==> src/rtl/cpu_defs.sv <==
// cpu_defs: constants shared by the writeback stage and its classifier.
// Instruction-class codes, architectural register numbers, the range of
// compare-only data-processing opcodes, and the writeback FSM encoding.
package cpu_defs;

    // Instruction class field inst[27:25]
    localparam logic [2:0] CLASS_DP     = 3'b000;  // data-processing, register operand
    localparam logic [2:0] CLASS_DP_IMM = 3'b001;  // data-processing, immediate operand
    localparam logic [2:0] CLASS_LS     = 3'b010;  // single load/store
    localparam logic [2:0] CLASS_BR     = 3'b101;  // branch / branch-with-link

    // Architectural registers with special meaning
    localparam logic [3:0] REG_LR = 4'd14;
    localparam logic [3:0] REG_PC = 4'd15;

    // TST/TEQ/CMP/CMN only set flags and never write rd
    localparam logic [3:0] OPC_CMP_LO = 4'b1000;
    localparam logic [3:0] OPC_CMP_HI = 4'b1011;

    typedef enum logic {
        ST_RUN       = 1'b0,
        ST_LOAD_WAIT = 1'b1
    } wb_state_e;

    function automatic logic is_compare_op(input logic [3:0] opc);
        return (opc >= OPC_CMP_LO) && (opc <= OPC_CMP_HI);
    endfunction

endpackage

==> src/rtl/wb_classify.sv <==
// wb_classify: pure decode of which register writes an instruction makes.
// rd_we_o covers both the immediate ALU write and the deferred load write;
// is_load_o tells the caller that the rd write waits for memory data.
module wb_classify
    import cpu_defs::*;
(
    input  logic [31:0] inst_i,
    output logic        rd_we_o,
    output logic        rn_we_o,
    output logic        is_load_o,
    output logic        link_we_o
);

    logic [2:0] cls;
    logic       unused_inst_bits;

    assign cls              = inst_i[27:25];
    assign unused_inst_bits = ^{inst_i[31:28], inst_i[19:0]};

    // Decode the write set from the class and the opcode/L/W bits
    always_comb begin
        // NOTE: every output gets a default first so no path leaves it
        // unassigned; otherwise synthesis infers a latch.
        rd_we_o   = 1'b0;
        rn_we_o   = 1'b0;
        is_load_o = 1'b0;
        link_we_o = 1'b0;
        unique case (cls)
            CLASS_DP, CLASS_DP_IMM: rd_we_o = !is_compare_op(inst_i[24:21]);
            CLASS_LS: begin
                rn_we_o   = inst_i[21];
                rd_we_o   = inst_i[20];
                is_load_o = inst_i[20];
            end
            CLASS_BR: link_we_o = inst_i[24];
            default: ;
        endcase
    end

endmodule

==> src/rtl/writeback_reg_r.sv <==
// writeback_reg_r: final pipeline stage producing the register-file write
// port. ALU, base-writeback and link writes appear one cycle after accept;
// loads park the stage in LOAD_WAIT (stall_o high) until mem_rvalid_i.
// Optional macro WB_PERF_EN adds retired/stall performance counters.
module writeback_reg_r
    import cpu_defs::*;
(
    input  logic        clk_i,
    input  logic        reset_n_i,
    input  logic        valid_i,
    input  logic        cond_pass_i,
    input  logic        flush_i,
    input  logic [31:0] inst_i,
    input  logic [31:0] pc_i,
    input  logic [31:0] alu_result_i,
    input  logic [31:0] mem_rdata_i,
    input  logic        mem_rvalid_i,
    output logic        stall_o,
    output logic        wb_en_o,
    output logic [3:0]  wb_addr_o,
    output logic [31:0] wb_data_o,
    output logic        flush_o
`ifdef WB_PERF_EN
    ,
    output logic [31:0] retired_cnt_o,
    output logic [31:0] load_stall_cnt_o
`endif
);

    wb_state_e   state_q;
    logic        wb_en_q;
    logic [3:0]  wb_addr_q;
    logic [31:0] wb_data_q;
    logic [3:0]  ld_rd_q;

    logic        rd_we;
    logic        rn_we;
    logic        is_load;
    logic        link_we;
    logic        accept;

    wb_classify u_classify (
        .inst_i    (inst_i),
        .rd_we_o   (rd_we),
        .rn_we_o   (rn_we),
        .is_load_o (is_load),
        .link_we_o (link_we)
    );

    assign stall_o = (state_q == ST_LOAD_WAIT);
    assign accept  = valid_i & cond_pass_i & !flush_i & !stall_o;

    // FSM and registered write port; each write is a single-cycle pulse
    always_ff @(posedge clk_i or negedge reset_n_i) begin
        if (!reset_n_i) begin
            state_q   <= ST_RUN;
            wb_en_q   <= 1'b0;
            wb_addr_q <= '0;
            wb_data_q <= '0;
            ld_rd_q   <= '0;
        end else begin
            // NOTE: non-blocking assignments so every register samples the
            // pre-edge values regardless of statement order.
            wb_en_q <= 1'b0;
            unique case (state_q)
                ST_RUN: begin
                    if (accept) begin
                        if (rd_we && !is_load) begin
                            wb_en_q   <= 1'b1;
                            wb_addr_q <= inst_i[15:12];
                            wb_data_q <= alu_result_i;
                        end else if (rn_we) begin
                            wb_en_q   <= 1'b1;
                            wb_addr_q <= inst_i[19:16];
                            wb_data_q <= alu_result_i;
                        end else if (link_we) begin
                            wb_en_q   <= 1'b1;
                            wb_addr_q <= REG_LR;
                            wb_data_q <= pc_i + 32'd4;
                        end
                        if (is_load) begin
                            state_q <= ST_LOAD_WAIT;
                            ld_rd_q <= inst_i[15:12];
                        end
                    end
                end
                ST_LOAD_WAIT: begin
                    // Load data always lands after any base write, so rd wins if rd == rn
                    if (mem_rvalid_i) begin
                        wb_en_q   <= 1'b1;
                        wb_addr_q <= ld_rd_q;
                        wb_data_q <= mem_rdata_i;
                        state_q   <= ST_RUN;
                    end
                end
                default: state_q <= ST_RUN;
            endcase
        end
    end

    assign wb_en_o   = wb_en_q;
    assign wb_addr_o = wb_addr_q;
    assign wb_data_o = wb_data_q;
    assign flush_o   = wb_en_q & (wb_addr_q == REG_PC);

`ifdef WB_PERF_EN
    logic [31:0] retired_cnt_q;
    logic [31:0] load_stall_cnt_q;

    // Retired-instruction and load-stall cycle counters, free-running wrap
    always_ff @(posedge clk_i or negedge reset_n_i) begin
        if (!reset_n_i) begin
            retired_cnt_q    <= '0;
            load_stall_cnt_q <= '0;
        end else begin
            if (accept)  retired_cnt_q    <= retired_cnt_q + 32'd1;
            if (stall_o) load_stall_cnt_q <= load_stall_cnt_q + 32'd1;
        end
    end

    assign retired_cnt_o    = retired_cnt_q;
    assign load_stall_cnt_o = load_stall_cnt_q;
`else
    // Without the performance option there is no counter state at all.
`endif

endmodule

==> config.mk <==
export PLATFORM = sky130hd
export DESIGN_NAME = writeback_reg_r
export DESIGN_NICKNAME = d
export VERILOG_FILES = /design/src/rtl/cpu_defs.sv /design/src/rtl/wb_classify.sv /design/src/rtl/writeback_reg_r.sv
export SDC_FILE = /design/constraint.sdc
export NUM_CORES = 1
export LEC_CHECK = 0
export BUFFER_PORTS_ARGS = -buffer_cell sky130_fd_sc_hd__buf_4
export CORE_MARGIN = 5
export CORE_UTILIZATION = 41
export CTS_BUF_LIST = sky130_fd_sc_hd__clkbuf_8
export DETAILED_ROUTE_END_ITERATION = 10
export GPL_TIMING_DRIVEN = 0
export HOLD_SLACK_MARGIN = 0.06
export PLACE_DENSITY = 0.84
export SYNTH_ARGS = -nofsm -noshare
export SYNTH_HDL_FRONTEND = slang
export SYNTH_HIERARCHICAL = 1
export SYNTH_SLANG_ARGS = --single-unit
==> constraint.sdc <==
create_clock -name clk_i -period 1.8 [get_ports clk_i]
set_clock_uncertainty 0.1 [all_clocks]
set_input_delay 0.36 -clock clk_i [delete_from_list [all_inputs] [get_ports clk_i]]
set_output_delay 0.36 -clock clk_i [all_outputs]
set_load 0.05 [all_outputs]
==> flow_metrics.env, run 1 <==
export IMPL_clockBufferDepth=2
export IMPL_critPathLaunchType="register"
export IMPL_fmax_mhz=498
export IMPL_post_place_cells=593
export IMPL_htree_levels=2
export IMPL_status="complete, but fails checks"
export IMPL_root_buffer="clkbuf_8"
export IMPL_overflow=0
export IMPL_synth_flop_cell="dfrtp_1"
export IMPL_via_count=3711
export IMPL_place_congestion=0.899
export IMPL_power_total_mw=4.38
export IMPL_cts_sinks=42
export IMPL_layout_setup_ws_ns=-0.207
export IMPL_async_flop_share_pct=100
export IMPL_vdd_drop_max_uv=586
export IMPL_syn_inst=342
export IMPL_regArea_mm2=0.00105
export IMPL_violations="setup timing"
export IMPL_post_route_period_util_pct=112
export IMPL_rsz0062_at_grt="yes"
export IMPL_portBuffers=155
export IMPL_cp_slowest_cell="dfrtp_2"
export IMPL_avgSynthCellArea_um2=8.44
export IMPL_hold_violations=0
export IMPL_timing_hold_ws_ns=0.168
export IMPL_drv_cap=0
export IMPL_crit_fanout=5
export IMPL_antenna_found_initial=0
export IMPL_yosys_area_top_type="dfrtp_1"
export IMPL_grt_usage_pct=26.8
export IMPL_drive_gt1_share_pct=53.2
export IMPL_powerDensity_mw_per_mm2=856
export IMPL_ys_ff_latch=42
export IMPL_stdcell_count=628
export IMPL_drt_initial_drc_count=280
export IMPL_syn_nets=477
export IMPL_yosysTopAreaCellShare_pct=36.4
export IMPL_hpwl_mm=9.00
export IMPL_worstPathRequired_ns=1.87
export IMPL_worst_setup_path_type="reg -> reg"
export IMPL_synth_area_mm2=0.00289
export IMPL_avgViaCountPerCell=5.91
export IMPL_rows=30
export IMPL_firstDrtPassIters=5
export IMPL_syn_to_final_growth_pct=77.2
export IMPL_yosysSeqAreaShare_pct=36.4
export IMPL_die_area_mm2=0.00882
export IMPL_drtAntennaViolNets=0
export IMPL_num_fill_cells=513
export IMPL_die_w_um=93.9
export IMPL_grt_pass1_vias=3639
export IMPL_die_y_um=93.9
export IMPL_detail_route_wirelength_mm=12.6
export IMPL_crit_chain="and4bb_2 > o31a_1 > nor2_4 > buf_6 > buf_8 > a222oi_1 > o21ai_1"
export IMPL_tightest_slew_ns=0.573
export IMPL_maxSlewViolCount=0
export IMPL_initial_core_util_pct=42.3
export IMPL_clk_latency_ns=0.30
export IMPL_remaining_drc_errors=0
export IMPL_leakagePower_nw=2.28
export IMPL_worst_path_buf_inv=2
export IMPL_cp_top_family="compound AO/OA/AOI/OAI gates"
export IMPL_core_mm2=0.00683
export IMPL_antenna_cells=0
export IMPL_io_pins=173
export IMPL_relSlewSlack_pct=61.8
export IMPL_detail_route_wl_per_cell_um=20.1
export IMPL_cts_tree="yes"
export IMPL_synth_area_leaders="dfrtp_1, a21oi_1, o21ai_0"
export IMPL_setup_viol=33
export IMPL_min_path_type="in -> reg"
export IMPL_cp_slowest_stage_delay_ns=0.42
export IMPL_grt_pass1_wl_mm=18.3
export IMPL_endpoint_kind="register"
export IMPL_period_minus_slack_ns=2.01
export IMPL_yosys_cell_types_count=60
export IMPL_yosys_warnings=6
export IMPL_nNetsFinal=666
export IMPL_clk_pin_slew_worst_paths_ns=0.09
export IMPL_critPathArrivalTime_ns=2.08
export IMPL_grt_max_degree=43
export IMPL_multi_input_comb_area_mm2=0.00208
export IMPL_cts_made_buffers=5
export IMPL_synth_edf_count=0
[power breakdown]
part	internal, mW	total [mW]	switching (mW)
Clock	0.273	0.640	0.366
Combinational	0.909	2.33	1.42
Sequential	1.19	1.41	0.212
[timing repair]
item	in CTS	in global routing
pin swaps	19	24
hold buffers	1	0
setup buffers	17	9
gates resized for setup	49	84
gates cloned	5	1
setup endpoints to repair	37	37
endpoints found under the hold margin	42	0
[layout by cell type (no fill, tap or decap), types with 4 or more instances in the layout]
master    instances
o21ai_1           9
nand2_1          28
o21ai_0          15
xnor2_1           6
inv_1             4
nor2_4           13
o211ai_1          6
mux2i_1           4
buf_4           171
nand4_1          11
and2_1            4
dfrtp_1          41
a222oi_1          5
and3_1            9
nand3_1          20
a21oi_2          10
xor2_1           13
a21oi_1          18
or3_1             4
buf_6            14
mux2_2            6
clkbuf_8          7
nor3_1            6
buf_8             4
nor2_1           13
[worst reg2reg max path, stage by stage (launching register included)]
cell and delay, ns:
dfrtp_2 0.42, and4bb_2 0.32, o31a_1 0.22, nor2_4 0.07
buf_6 0.15, buf_8 0.14, a222oi_1 0.34, o21ai_1 0.12
[registers in the layout, indices dropped and copies added (netlist names)]
register	flops
wb_data_o	32
stall_o	1
wb_en_o	1
wb_addr_o	4
ld_rd_q	4
[stage by stage]
step / util, % / area (µm²) / worst slack [ns] / TNS, ns
2_1_floorplan: - / 2940 / -0.307 / -8.04
4_1_cts: 69.4 / 4740 / -0.170 / -3.93
5_1_grt: 74.9 / 5110 / -0.299 / -3.97
3_5_place_dp: 61.9 / 4230 / -0.695 / -21.34
3_3_place_gp: 61.9 / 4230 / -0.646 / -19.54
6_report: 74.9 / 5110 / -0.207 / -2.35
[Yosys cell counts, types with 5 or more instances]
library cell and n:
a21oi_1 29, and3_1 9, clkbuf_1 13, nor2_1 29
a21boi_0 5, nand3_1 20, o21ai_0 26, mux2_2 7
o211ai_1 6, nand2_1 31, nand4_1 11, xor2_1 13
nor3_1 6, dfrtp_1 42, a31oi_1 5, a222oi_1 5
xnor2_1 6, and2_1 5
[final cells by class]
| class | count | share of cell area, % |
|---|---|---|
| clock inverters | 3 | 0.416 |
| inverters | 6 | 0.709 |
| clock buffers | 5 | 1.35 |
| repair buffers | 184 | 29.7 |
| multi-input cells | 272 | 40.7 |
| well taps | 96 | 2.35 |
| flip-flops and latches | 42 | 20.6 |
| plain buffers | 19 | 4.04 |
| repair inverters | 1 | 0.220 |
[cell families after synthesis]
family          after synthesis  share of synthesized area, %
simple gates                134                          24.1
compound gates              107                          24.4
flops                        42                          36.4
buf+inv                      28                          4.77
xor+xnor                     19                          5.77
mux                          11                          4.12
fa+ha+maj                     1                         0.433
[routing by layer]
| metal | GRT usage (%) | vias up | part of all wire, % |
|---|---|---|---|
| met5 | 0 | - | 0 |
| met4 | 6.50 | 0 | 2.5 |
| met1 | 32.0 | 1778 | 37 |
| met3 | 7.29 | 31 | 11 |
| li1 | - | 1668 | - |
| met2 | 47.5 | 234 | 50 |
[final timing paths]
check	startpoint	endpoint	slack [ns]	cells after the start
max	stall_o$_DFF_PN0_	wb_data_o[17]$_DFFE_PN0P_	-0.21	7
min	mem_rvalid_i	stall_o$_DFF_PN0_	0.17	2
max reg2reg	stall_o$_DFF_PN0_	wb_data_o[17]$_DFFE_PN0P_	-0.21	7
min reg2reg	ld_rd_q[2]$_DFFE_PN0P_	ld_rd_q[2]$_DFFE_PN0P_	0.41	1
max in group asynchronous	reset_n_i	stall_o$_DFF_PN0_	0.69	2
min in group asynchronous	reset_n_i	wb_data_o[0]$_DFFE_PN0P_	0.50	2
(Power assumes the default switching activity.)
==> run 2, diff against run 1 <==
--- a/config.mk
+++ b/config.mk
@@ -6,6 +6,7 @@
 export NUM_CORES = 1
 export LEC_CHECK = 0
 export BUFFER_PORTS_ARGS = -buffer_cell sky130_fd_sc_hd__buf_4
+export CORE_ASPECT_RATIO = 0.5
 export CORE_MARGIN = 5
 export CORE_UTILIZATION = 41
 export CTS_BUF_LIST = sky130_fd_sc_hd__clkbuf_8
==> run 2 against run 1 <==
Against the previous run: the run still ends with setup timing left; via count fell by 0.19%; critical path depth rose by 5; die area rose by 1.2%; power fell by 4.8%; combinational power fell by 7%; global-route usage fell by 0.056 points; worst setup slack improved by 0.023 ns; count of clock-buffer cells in the layout did not move.
==> flow_metrics.env, run 2 (same netlist as run 1, synthesis figures left out) <==
export IMPL_cp_slowest_cell="o31a_1"
export IMPL_cts_tree="yes"
export IMPL_powerDensity_mw_per_mm2=882
export IMPL_largest_reg_flops=32
export IMPL_core_mm2=0.00675
export IMPL_firstDrtPassIters=5
export IMPL_r2r_start="stall_o$_DFF_PN0_"
export IMPL_hpwl_mm=8.86
export IMPL_critPathLaunchType="input port"
export IMPL_antenna_cells=0
export IMPL_cts_made_buffers=5
export IMPL_met2_wirelength_mm=6.13
export IMPL_detail_route_wirelength_mm=12.5
export IMPL_drtAntennaViolNets=0
export IMPL_highest_layer="met4"
export IMPL_die_y_um=69.3
export IMPL_drv_cap=0
export IMPL_grt_pass1_vias=3718
export IMPL_min_path_type="in -> reg"
export IMPL_rsz0062_at_grt="yes"
export IMPL_remaining_drc_errors=0
export IMPL_rows=21
export IMPL_io_pins=173
export IMPL_clockBufferDepth=2
export IMPL_leakagePower_nw=2.15
export IMPL_rrSetupSlack_ns=-0.17
export IMPL_overflow=0
export IMPL_crit_fanout=5
export IMPL_final_cell_mix="buf_4, dfrtp_1, nand2_1"
export IMPL_wl_met1_mm=4.89
export IMPL_fin_area_mm2=0.00472
export IMPL_status="complete, but fails checks"
export IMPL_drt_initial_drc_count=592
export IMPL_cpMostUsedCell="buf_6"
export IMPL_post_place_cells=589
export IMPL_fmax_mhz=504
export IMPL_tns_ns=-3.86
export IMPL_clk_latency_ns=0.30
export IMPL_grt_usage_pct=26.7
export IMPL_cp_top_family="compound AO/OA/AOI/OAI gates"
export IMPL_relSlewSlack_pct=56.0
export IMPL_min_delay_start="mem_rvalid_i"
export IMPL_via_count=3704
export IMPL_violations="setup timing"
export IMPL_tightest_slew_ns=0.660
export IMPL_htree_levels=2
export IMPL_post_dp_cell_area_mm2=0.00422
export IMPL_antenna_found_initial=0
export IMPL_vdd_drop_max_uv=445
export IMPL_syn_to_final_growth_pct=63.7
export IMPL_initial_core_util_pct=42.7
export IMPL_detail_route_wl_per_cell_um=20.2
export IMPL_cp_startpoint="inst_i[26]"
export IMPL_stdcell_count=619
export IMPL_avgViaCountPerCell=5.98
export IMPL_root_buffer="clkbuf_8"
export IMPL_grt_pass1_wl_mm=19.2
export IMPL_die_w_um=129
export IMPL_worst_setup_path_type="in -> reg"
export IMPL_nNetsFinal=661
export IMPL_final_common_cell="buf_4"
export IMPL_critPathArrivalTime_ns=2.11
export IMPL_period_minus_slack_ns=1.98
export IMPL_drive_gt1_share_pct=47.1
export IMPL_layout_setup_ws_ns=-0.185
export IMPL_clk_pin_slew_worst_paths_ns=0.09
export IMPL_worstPathRequired_ns=1.93
export IMPL_place_congestion=0.901
export IMPL_power_total_mw=4.17
export IMPL_num_fill_cells=504
export IMPL_cts_sinks=42
export IMPL_timing_hold_ws_ns=0.166
export IMPL_dr_wl_met3_mm=1.07
export IMPL_post_route_period_util_pct=110
export IMPL_endpoint_kind="register"
export IMPL_die_area_mm2=0.00892
export IMPL_portBuffers=155
export IMPL_grt_max_degree=43
export IMPL_hold_violations=0
export IMPL_worst_path_buf_inv=5
export IMPL_cp_slowest_stage_delay_ns=0.26
export IMPL_maxSlewViolCount=0
export IMPL_crit_chain="buf_6 > and4bb_1 > a21o_1 > nor2b_1 > buf_4 > o31a_1 > nor2_2 > buf_6 > buf_8 > buf_6 > a21oi_2 > a21oi_1"
export IMPL_setup_viol=35
## run 2: final timing paths
kind | to | cells past startpoint
worst max-delay path | wb_data_o[6]$_DFFE_PN0P_ | 12
worst min-delay path | stall_o$_DFF_PN0_ | 2
worst max register to register | wb_data_o[13]$_DFFE_PN0P_ | 7
worst min register to register | wb_data_o[2]$_DFFE_PN0P_ | 2
max in group asynchronous | stall_o$_DFF_PN0_ | 2
min in group asynchronous | wb_data_o[23]$_DFFE_PN0P_ | 2
## run 2: per-layer routing
| layer | up-vias | global-route usage (%) |
|---|---|---|
| met1 | 1776 | 33.8 |
| met5 | - | 0 |
| li1 | 1658 | - |
| met2 | 226 | 45.0 |
| met3 | 44 | 5.77 |
| met4 | 0 | 9.31 |
## run 2: layout make-up
cell class / instances / area [µm²] / share of cell area (%)
repair buffers: 179 / 1390 / 29.3
clock buffers: 5 / 68.8 / 1.46
multi-input cells: 272 / 1860 / 39.5
clock inverters: 3 / 23.8 / 0.503
flip-flops and latches: 42 / 1050 / 22.3
inverters: 6 / 23.8 / 0.503
well taps: 92 / 115 / 2.44
plain buffers: 20 / 191 / 4.05
## run 2: what timing repair did
item | 4_1_cts | 5_1_grt
resized for setup | 29 | 32
hold buffers | 1 | 0
endpoints found under the hold margin | 42 | 0
pin swaps | 12 | 12
setup buffers | 20 | 3
endpoints found under the setup margin | 37 | 37
## run 2: power by group
part           internal, mW  switching (mW)
sequential             1.19           0.158
clock                 0.278           0.381
combinational         0.786            1.37
total                  2.26            1.91
## run 2: per-stage QoR
step | worst slack (ns) | utilization, %
finish | -0.185 | 70.0
global route | -0.242 | 70.0
CTS | -0.160 | 68.0
detailed placement | -0.724 | 62.5
global placement | -0.661 | 62.5
floorplan | -0.307 | -
## run 2: worst reg2reg max path, stage by stage (launching register included)
cell and delay, ns:
dfrtp_2 0.41, and4bb_2 0.35, o31a_1 0.20, nor2_2 0.07, buf_6 0.16, buf_6 0.13
a222oi_1 0.32, o21ai_1 0.11
==> run 3, diff against run 2 <==
--- a/config.mk
+++ b/config.mk
@@ -14,6 +14,7 @@
 export GPL_TIMING_DRIVEN = 0
 export HOLD_SLACK_MARGIN = 0.06
 export PLACE_DENSITY = 0.84
+export SKIP_CTS_REPAIR_TIMING = 1
 export SYNTH_ARGS = -nofsm -noshare
 export SYNTH_HDL_FRONTEND = slang
 export SYNTH_HIERARCHICAL = 1
==> run 3 against run 2 <==
Against the previous run: via count down 2.7%; flip-flop and latch count unchanged; fmax down 6.0%; critical path depth down 1; routed wire length down 4.6%; worst hold slack worse by 0.0086 ns; the flow still finishes with violations (setup timing); combinational power down 2%.
==> flow_metrics.env, run 3 (same netlist as run 1, synthesis figures left out) <==
export IMPL_status="complete, but fails checks"
export IMPL_violations="setup timing"
export IMPL_cp_slowest_stage_delay_ns=0.29
export IMPL_layout_setup_ws_ns=-0.311
export IMPL_place_congestion=0.901
export IMPL_antenna_found_initial=0
export IMPL_cts_sinks=42
export IMPL_setup_viol=37
export IMPL_whs_path_depth=2
export IMPL_power_total_mw=4.13
export IMPL_grt_max_degree=43
export IMPL_cts_tree="yes"
export IMPL_cp_slowest_cell="o31a_1"
export IMPL_maxSlewViolCount=0
export IMPL_relSlewSlack_pct=58.7
export IMPL_critPathArrivalTime_ns=2.22
export IMPL_clk_pin_slew_worst_paths_ns=0.10
export IMPL_drt_initial_drc_count=566
export IMPL_via_count=3605
export IMPL_stdcell_count=614
export IMPL_grt_usage_pct=24.9
export IMPL_clockBufferDepth=2
export IMPL_rr_worst_depth=7
export IMPL_critPathLaunchType="input port"
export IMPL_worstPathRequired_ns=1.91
export IMPL_overflow=0
export IMPL_core_mm2=0.00675
export IMPL_post_route_period_util_pct=117
export IMPL_tightest_slew_ns=0.619
export IMPL_rsz0062_at_grt="yes"
export IMPL_powerDensity_mw_per_mm2=895
export IMPL_detail_route_wirelength_mm=11.9
export IMPL_worst_path_buf_inv=4
export IMPL_crit_fanout=6
export IMPL_crit_chain="buf_8 > and4bb_2 > a21o_1 > nor2b_4 > buf_6 > o31a_1 > nor2_2 > buf_6 > buf_4 > a21oi_1 > a22o_2"
export IMPL_cp_top_family="compound AO/OA/AOI/OAI gates"
export IMPL_detail_route_wl_per_cell_um=19.4
export IMPL_htree_levels=2
export IMPL_drtAntennaViolNets=0
export IMPL_hpwl_mm=8.86
export IMPL_root_buffer="clkbuf_8"
export IMPL_rows=21
export IMPL_die_w_um=129
export IMPL_min_path_type="in -> reg"
export IMPL_cp_depth=11
export IMPL_post_place_cells=589
export IMPL_hold_violations=0
export IMPL_drive_gt1_share_pct=44.1
export IMPL_final_cell_mix="buf_4, dfrtp_1, nand2_1"
export IMPL_antenna_cells=0
export IMPL_grt_pass1_vias=3433
export IMPL_period_minus_slack_ns=2.11
export IMPL_clk_latency_ns=0.30
export IMPL_cts_made_buffers=5
export IMPL_cpMostUsedCell="buf_6"
export IMPL_largest_reg_flops=32
export IMPL_fin_area_mm2=0.00461
export IMPL_worst_setup_path_type="in -> reg"
export IMPL_portBuffers=155
export IMPL_syn_to_final_growth_pct=59.8
export IMPL_drv_cap=0
export IMPL_die_area_mm2=0.00892
export IMPL_initial_core_util_pct=42.7
export IMPL_leakagePower_nw=2.11
export IMPL_io_pins=173
export IMPL_remaining_drc_errors=0
export IMPL_final_common_cell="buf_4"
export IMPL_fmax_mhz=474
export IMPL_endpoint_kind="register"
export IMPL_nNetsFinal=656
export IMPL_firstDrtPassIters=6
export IMPL_post_dp_cell_area_mm2=0.00422
export IMPL_die_y_um=69.3
export IMPL_avgViaCountPerCell=5.87
export IMPL_grt_pass1_wl_mm=17.8
export IMPL_vdd_drop_max_uv=444
-- run 3: path summary, 6_finish.rpt --
path	end	slack [ns]	from
max	wb_data_o[21]$_DFFE_PN0P_	-0.31	inst_i[26]
min reg2reg	wb_data_o[2]$_DFFE_PN0P_	0.41	wb_data_o[2]$_DFFE_PN0P_
max reg2reg	wb_data_o[17]$_DFFE_PN0P_	-0.30	stall_o$_DFF_PN0_
max in group asynchronous	stall_o$_DFF_PN0_	0.69	reset_n_i
min in group asynchronous	wb_data_o[18]$_DFFE_PN0P_	0.49	reset_n_i
min	stall_o$_DFF_PN0_	0.16	mem_rvalid_i
-- run 3: routing by layer --
metal / track usage, % / wire length (µm) / vias up
li1: - / - / 1650
met1: 33.4 / 4810 / 1700
met2: 40.4 / 5740 / 209
met3: 4.38 / 920 / 46
met4: 8.15 / 445 / 0
met5: 0 / 0 / -
-- run 3: through the flow --
| stage | TNS, ns | util, % | setup slack [ns] | hold slack [ns] |
|---|---|---|---|---|
| after floorplan | -8.04 | - | -0.307 | -0.0356 |
| after global placement | -20.08 | 62.5 | -0.661 | 0.292 |
| after detailed placement | -21.53 | 62.5 | -0.724 | 0.295 |
| after CTS | -10.35 | 63.9 | -0.424 | -0.0358 |
| after global routing | -11.71 | 68.3 | -0.410 | 0.168 |
| final | -8.44 | 68.3 | -0.311 | 0.157 |
-- run 3: final cells by class --
type / count / area [µm²]
Tap cell: 92 / 115
Timing Repair Buffer: 173 / 1350
Inverter: 6 / 22.5
Multi-Input combinational cell: 272 / 1800
Clock inverter: 3 / 23.8
Sequential cell: 42 / 1050
Clock buffer: 5 / 68.8
Buffer: 21 / 178
Fill cell: 527 / 2140
-- run 3: report_power, final --
part	leakage (nW)	internal [mW]	switching [mW]
logic	1.56	0.767	1.35
clock network	0.0408	0.278	0.385
registers	0.510	1.19	0.154
